$ cat config.mk
export PLATFORM = sky130hd
export DESIGN_NAME = conv_stream_unit
export DESIGN_NICKNAME = d
export VERILOG_FILES = /design/src/rtl/conv_stream_unit.sv
export SDC_FILE = /design/constraint.sdc
export NUM_CORES = 1
export LEC_CHECK = 0
export ABC_AREA = 0
export BUFFER_PORTS_ARGS = -buffer_cell sky130_fd_sc_hd__buf_4
export CAP_MARGIN = 15
export CORE_ASPECT_RATIO = 1.2
export CORE_MARGIN = 2
export CORE_UTILIZATION = 48
export CTS_CLUSTER_DIAMETER = 60
export DETAILED_ROUTE_END_ITERATION = 10
export GPL_ROUTABILITY_DRIVEN = 0
export PLACE_DENSITY = 0.66
export SETUP_SLACK_MARGIN = 0.5
export SLEW_MARGIN = 10
export SYNTH_ARGS = -nofsm -noshare
export SYNTH_HDL_FRONTEND = slang
export SYNTH_SLANG_ARGS = --single-unit
$ cat constraint.sdc
create_clock -name clk -period 8.5 [get_ports clk]
set_clock_uncertainty 0.15 [all_clocks]
set_input_delay 0.85 -clock clk [delete_from_list [all_inputs] [get_ports clk]]
set_output_delay 0.85 -clock clk [all_outputs]
set_load 0.01 [all_outputs]
$ cat src/rtl/conv_stream_unit.sv
// -----------------------------------------------------------------------------
// conv_stream_unit
//
// Multi-channel streaming convolution unit. Each accepted beat carries CH
// samples that are shifted into per-channel LEN-deep sliding windows. Once the
// windows are full, every accepted beat starts one serial MAC pass: one tap per
// cycle, with CH multipliers working in parallel. The pass produces a single
// channel-summed dot product. That result is held on a valid/ready output until
// it is consumed.
//
// Configuration macro:
//   CONV_SAT_EN  defined   -> result saturates at 2**RES_W-1
//                undefined -> result is acc[RES_W-1:0] (modulo wrap)
//
// Ports:
//   clk        in   1             rising-edge clock
//   rst        in   1             asynchronous active-high reset
//   clear      in   1             sync flush: empty windows, abort pass, drop result
//   in_data    in   CH*WIDTH      channel c = in_data[c*WIDTH +: WIDTH]
//   in_valid   in   1             in_data valid
//   in_ready   out  1             beat accepted when in_valid & in_ready
//   kernel     in   LEN*CH*WIDTH  tap k, channel c = kernel[(k*CH+c)*WIDTH +: WIDTH]
//   result     out  RES_W         channel-summed dot product
//   out_valid  out  1             result valid
//   out_ready  in   1             result consumed when out_valid & out_ready
// -----------------------------------------------------------------------------
module conv_stream_unit #(
    parameter int WIDTH = 8,
    parameter int LEN   = 4,
    parameter int CH    = 2,
    parameter int RES_W = 2 * WIDTH,
    parameter int ACC_W = 2 * WIDTH + $clog2(LEN * CH)
) (
    input  logic                      clk,
    input  logic                      rst,
    input  logic                      clear,
    input  logic [CH*WIDTH-1:0]       in_data,
    input  logic                      in_valid,
    output logic                      in_ready,
    input  logic [LEN*CH*WIDTH-1:0]   kernel,
    output logic [RES_W-1:0]          result,
    output logic                      out_valid,
    input  logic                      out_ready
);

    localparam int TAP_W  = $clog2(LEN);
    localparam int FILL_W = $clog2(LEN + 1);
    localparam int PROD_W = 2 * WIDTH;

    typedef enum logic [1:0] {
        IDLE = 2'd0,
        MAC  = 2'd1,
        OUT  = 2'd2
    } state_t;

    state_t              state;
    logic [FILL_W-1:0]   fill_cnt;
    logic [TAP_W-1:0]    tap_cnt;
    logic [ACC_W-1:0]    acc;
    logic [WIDTH-1:0]    win    [CH][LEN];
    logic [WIDTH-1:0]    kern_r [LEN][CH];

    logic [PROD_W-1:0]   prod   [CH];
    logic [ACC_W-1:0]    tap_sum;
    logic [ACC_W-1:0]    acc_next;
    logic                accept;

    // Output mapping of the accumulator: saturate or wrap depending on build.
    function automatic logic [RES_W-1:0] sat_fn(input logic [ACC_W-1:0] a);
`ifdef CONV_SAT_EN
        if (a > ACC_W'({RES_W{1'b1}}))
            return {RES_W{1'b1}};
        else
            return a[RES_W-1:0];
`else
        return a[RES_W-1:0];
`endif
    endfunction

    // Clear has priority over a coincident beat, so the beat is refused.
    assign in_ready = (state == IDLE) && !clear;
    assign accept   = in_valid && in_ready;

    // One tap of every channel per cycle, summed across channels.
    always_comb begin
        tap_sum = '0;
        for (int c = 0; c < CH; c++) begin
            prod[c] = PROD_W'(win[c][tap_cnt]) * PROD_W'(kern_r[tap_cnt][c]);
            tap_sum = tap_sum + ACC_W'(prod[c]);
        end
        acc_next = acc + tap_sum;
    end

    always_ff @(posedge clk or posedge rst) begin
        if (rst) begin
            state     <= IDLE;
            fill_cnt  <= '0;
            tap_cnt   <= '0;
            acc       <= '0;
            result    <= '0;
            out_valid <= 1'b0;
            for (int c = 0; c < CH; c++)
                for (int k = 0; k < LEN; k++)
                    win[c][k] <= '0;
            for (int k = 0; k < LEN; k++)
                for (int c = 0; c < CH; c++)
                    kern_r[k][c] <= '0;
        end else if (clear) begin
            state     <= IDLE;
            fill_cnt  <= '0;
            tap_cnt   <= '0;
            acc       <= '0;
            out_valid <= 1'b0;
            for (int c = 0; c < CH; c++)
                for (int k = 0; k < LEN; k++)
                    win[c][k] <= '0;
        end else begin
            case (state)
                // Sample intake; enter MAC once this beat leaves the window full.
                IDLE: begin
                    if (accept) begin
                        for (int c = 0; c < CH; c++) begin
                            for (int k = LEN - 1; k > 0; k--)
                                win[c][k] <= win[c][k-1];
                            win[c][0] <= in_data[c*WIDTH +: WIDTH];
                        end
                        if (fill_cnt != FILL_W'(LEN))
                            fill_cnt <= fill_cnt + 1'b1;
                        if (fill_cnt >= FILL_W'(LEN - 1)) begin
                            state   <= MAC;
                            acc     <= '0;
                            tap_cnt <= '0;
                            for (int k = 0; k < LEN; k++)
                                for (int c = 0; c < CH; c++)
                                    kern_r[k][c] <= kernel[(k*CH+c)*WIDTH +: WIDTH];
                        end
                    end
                end
                // Serial accumulation, one tap per cycle.
                MAC: begin
                    acc     <= acc_next;
                    tap_cnt <= tap_cnt + 1'b1;
                    if (tap_cnt == TAP_W'(LEN - 1)) begin
                        state     <= OUT;
                        result    <= sat_fn(acc_next);
                        out_valid <= 1'b1;
                    end
                end
                // Hold the result until the consumer takes it.
                OUT: begin
                    if (out_ready) begin
                        state     <= IDLE;
                        out_valid <= 1'b0;
                    end
                end
                default: begin
                    state     <= IDLE;
                    out_valid <= 1'b0;
                end
            endcase
        end
    end

endmodule
==> results.py <==
metrics = {
    "place": {
        "portBuffers": 102,
        "hpwl_mm": 19.17,
        "pre_cts_ws_ns": 1.457,
    },
    "yosys": {
        "syn_inst": 986,
        "ys_seq_elements": 168,
        "netlist_area_um2": 11660,
        "syn_nets": 1251,
        "synthArstFlopShare_pct": 100.0,
        "yosysSeqAreaShare_pct": 36.04,
        "synth_cell_type_count": 42,
        "syn_avg_cell_area_um2": 11.83,
        "yosysWarningCount": 0,
        "synth_edf_count": 0,
        "ys.flop_type": "dfrtp_1",
    },
    "pwr": {
        "total_leakage_power_uw": 0.006520,
        "internal_power_uw": 2086,
        "p_sw_uw": 1331,
        "comb_power_share_pct": 44.2,
        "p_sw_share_pct": 38.96,
        "power_frac_seq_pct": 31.2,
        "p_clk_share_pct": 24.6,
        "p_per_area_nw_per_um2": 255.2,
        "peakVddDrop_mv": 0.1706,
    },
    "clock_tree": {
        "clock-sinks": 168,
        "cts_made_buffers": 17,
        "ctsHoldBuffers": 0,
        "clk_latency_ns": 0.44,
        "path_clk_slew_ns": 0.08,
        "clk_path_buf_depth": 2,
        "cts_setup_buffers": 0,
        "cts-root-buf": "clkbuf_16",
        "cts_tree": "built",
        "cts_max_level": 4,
        "cts.repair.resized": 0,
    },
    "worst_setup_path": {
        "cp_max_fo": 21,
        "r2r_start": "tap_cnt[0]$_DFFE_PP0P_",
        "crit_arrival_ns": 7.19,
        "cp-start-kind": "register",
        "r2r_slack_ns": 1.45,
        "cp-end-kind": "register",
        "path_class": "reg -> reg",
        "crit_required_ns": 8.64,
        "r2r-end": "result[14]$_DFFE_PP0P_",
        "r2r_cells": 19,
    },
    "detailed_routing": {
        "via_per_inst": 5.374,
        "drt_iter0_drc": 417,
        "drc_errors": 0,
        "ant_nets": 0,
        "vias": 7594,
        "wirelength_mm": 25.54,
        "wl_per_cell_um": 18.08,
        "drt_pass1_iterations": 5,
    },
    "sta": {
        "rsz0062_at_grt": "no",
        "relSlewSlack_pct": 29.14,
        "finalSetupViolations": 0,
        "fin_crit_ns": 7.050,
        "drv_slew": 0,
        "tightest_slew_ns": 1.063,
        "worst_slack_ns": 1.450,
        "fmax_mhz": 141.8,
        "hold_viol": 0,
        "finalSetupTns_ns": 0,
        "timing.final.crit_share_pct": 82.94,
    },
    "job": {
        "drv_cap": 0,
    },
    "die": {
        "start_util_pct": 48.82,
        "rows": 62,
        "coreArea_um2": 23890,
        "dieArea_um2": 25570,
        "die_x_um": 146.3,
        "die_h_um": 174.8,
        "io_pins": 103,
    },
    "global_routing": {
        "grt_usage_pct": 20.94,
        "antenna_found_initial": 0,
        "grt_pass1_vias": 7987,
        "grt-ovfl-total": 0,
        "grt_max_degree": 98,
        "grt_pass1_wl_mm": 41.60,
    },
    "worst_hold_path": {
        "min_to": "result[9]$_DFFE_PP0P_",
        "hp-start": "result[9]$_DFFE_PP0P_",
        "hold_path.class": "reg -> reg",
        "min_path_cells": 2,
    },
    "finish": {
        "area_delta_synth_final_pct": 14.82,
        "layout.nets": 1345,
        "drive_gt1_share_pct": 23.06,
        "diodes": 0,
    },
    "status": {
        "status": "finished, final reports clean",
    },
}
## final cells by class
class | instances | area [µm²]
fillers | 2096 | 10500
multi-input cells | 624 | 6729
flip-flops and latches | 168 | 4205
repair buffers | 110 | 825.8
inverters | 159 | 601.8
clock buffers | 17 | 425.4
well taps | 320 | 400.4
clock inverters | 15 | 205.2
## synth_stat cells, types with 13 or more instances
cell type  count  share of area, %
a21oi_1       13              0.56
buf_2         17              0.73
nand2_1       93               3.0
clkbuf_1      18              0.58
fa_1         110                19
dfrtp_1      168                36
inv_1        159               5.1
mux2_2        69               6.7
o21ai_0       27               1.2
and2_1        71               3.8
a22o_1        69               5.2
mux4_2        32               6.2
ha_1          70               7.5
## worst max path at each step
stage               slack (ns)                    from                endpoint  cells after the start
floorplan                 2.04  tap_cnt[0]$_DFFE_PP0P_  result[14]$_DFFE_PP0P_                     20
global placement          1.57  tap_cnt[0]$_DFFE_PP0P_  result[14]$_DFFE_PP0P_                     19
detailed placement        1.46  tap_cnt[0]$_DFFE_PP0P_     acc[14]$_DFFE_PP0P_                     19
CTS                       1.44  tap_cnt[0]$_DFFE_PP0P_  result[14]$_DFFE_PP0P_                     19
global route              1.14  tap_cnt[0]$_DFFE_PP0P_  result[14]$_DFFE_PP0P_                     19
finish                    1.45  tap_cnt[0]$_DFFE_PP0P_  result[14]$_DFFE_PP0P_                     19
## worst max-delay path: stages, from the launching register on
cell and delay, ns:
dfrtp_2 0.81, buf_4 0.33, mux4_2 0.62, and2_1 0.22
fa_1 0.53, inv_1 0.05, fa_1 0.47, inv_1 0.05
fa_1 0.49, fa_1 0.51, fa_1 0.49, inv_1 0.05
fa_1 0.47, inv_1 0.04, ha_1 0.34, and3_1 0.19
a221o_2 0.38, o2111a_1 0.27, nor4_1 0.31, o31ai_1 0.13
## placed cells by master (no fill, tap or decap), types with 5 or more instances in the layout
cell / Yosys / final
and2_1: 71 / 70
dfrtp_1: 168 / 167
xnor2_1: 6 / 6
nand2_1: 93 / 92
o21ai_0: 27 / 27
mux4_2: 32 / 32
a21o_1: 6 / 6
inv_6: 0 / 5
a21oi_1: 13 / 11
xor2_1: 6 / 6
buf_4: 0 / 110
fa_1: 110 / 110
ha_1: 70 / 70
a22o_1: 69 / 69
clkbuf_16: 0 / 17
nor2_1: 10 / 10
mux2_2: 69 / 69
inv_1: 159 / 158
## power by group through the flow
| stage | clock, µW | sequential (µW) | combinational, µW |
|---|---|---|---|
| final | 841 | 1060 | 1510 |
| after CTS | 855 | 1070 | 1530 |
| after global placement | 0 | 1080 | 1490 |
| after global routing | 887 | 1090 | 1700 |
| after detailed placement | 0 | 1080 | 1510 |
| after floorplan | 0 | 1040 | 1130 |
## per-stage QoR
step                instances  util, %  total power (µW)  cell area (µm²)  hold WS, ns
CTS                      1413    56.05              3451            13390       0.3372
global route             1413    56.05              3676            13390       0.3671
detailed placement       1381    53.41              2593            12760       0.3202
floorplan                 986        -              2170            11660       0.2998
finish                   1413    56.05              3418            13390       0.3324
global placement         1381    53.41              2568            12760       0.3142
## cell families (layout without fill, tap and decap cells)
group,count (synthesis),after routing,synth area share [%]
flip-flops,168,168,36.04
XOR/XNOR,14,14,1.287
adder cells (fa/ha/maj),180,180,26.39
AND/OR/NAND/NOR,189,189,7.960
AO/OA/AOI/OAI,140,140,9.054
multiplexers,101,101,12.84
buffers and inverters,194,301,6.426
## sequential cells by signal (all words and copies together), names as in the netlist
signal	cells
tap_cnt	2
win	64
out_valid	1
kern_r	64
result	16
acc	16
fill_cnt	3
state	2
## routing by layer
metal	GRT usage, %	vias to the layer above	routed length (µm)
met5	0	-	0
met4	6.230	0	450
met3	3.342	24	717
met2	37.07	113	14010
met1	26.68	3980	10370
li1	-	3477	-
(Power assumes the default switching activity.)
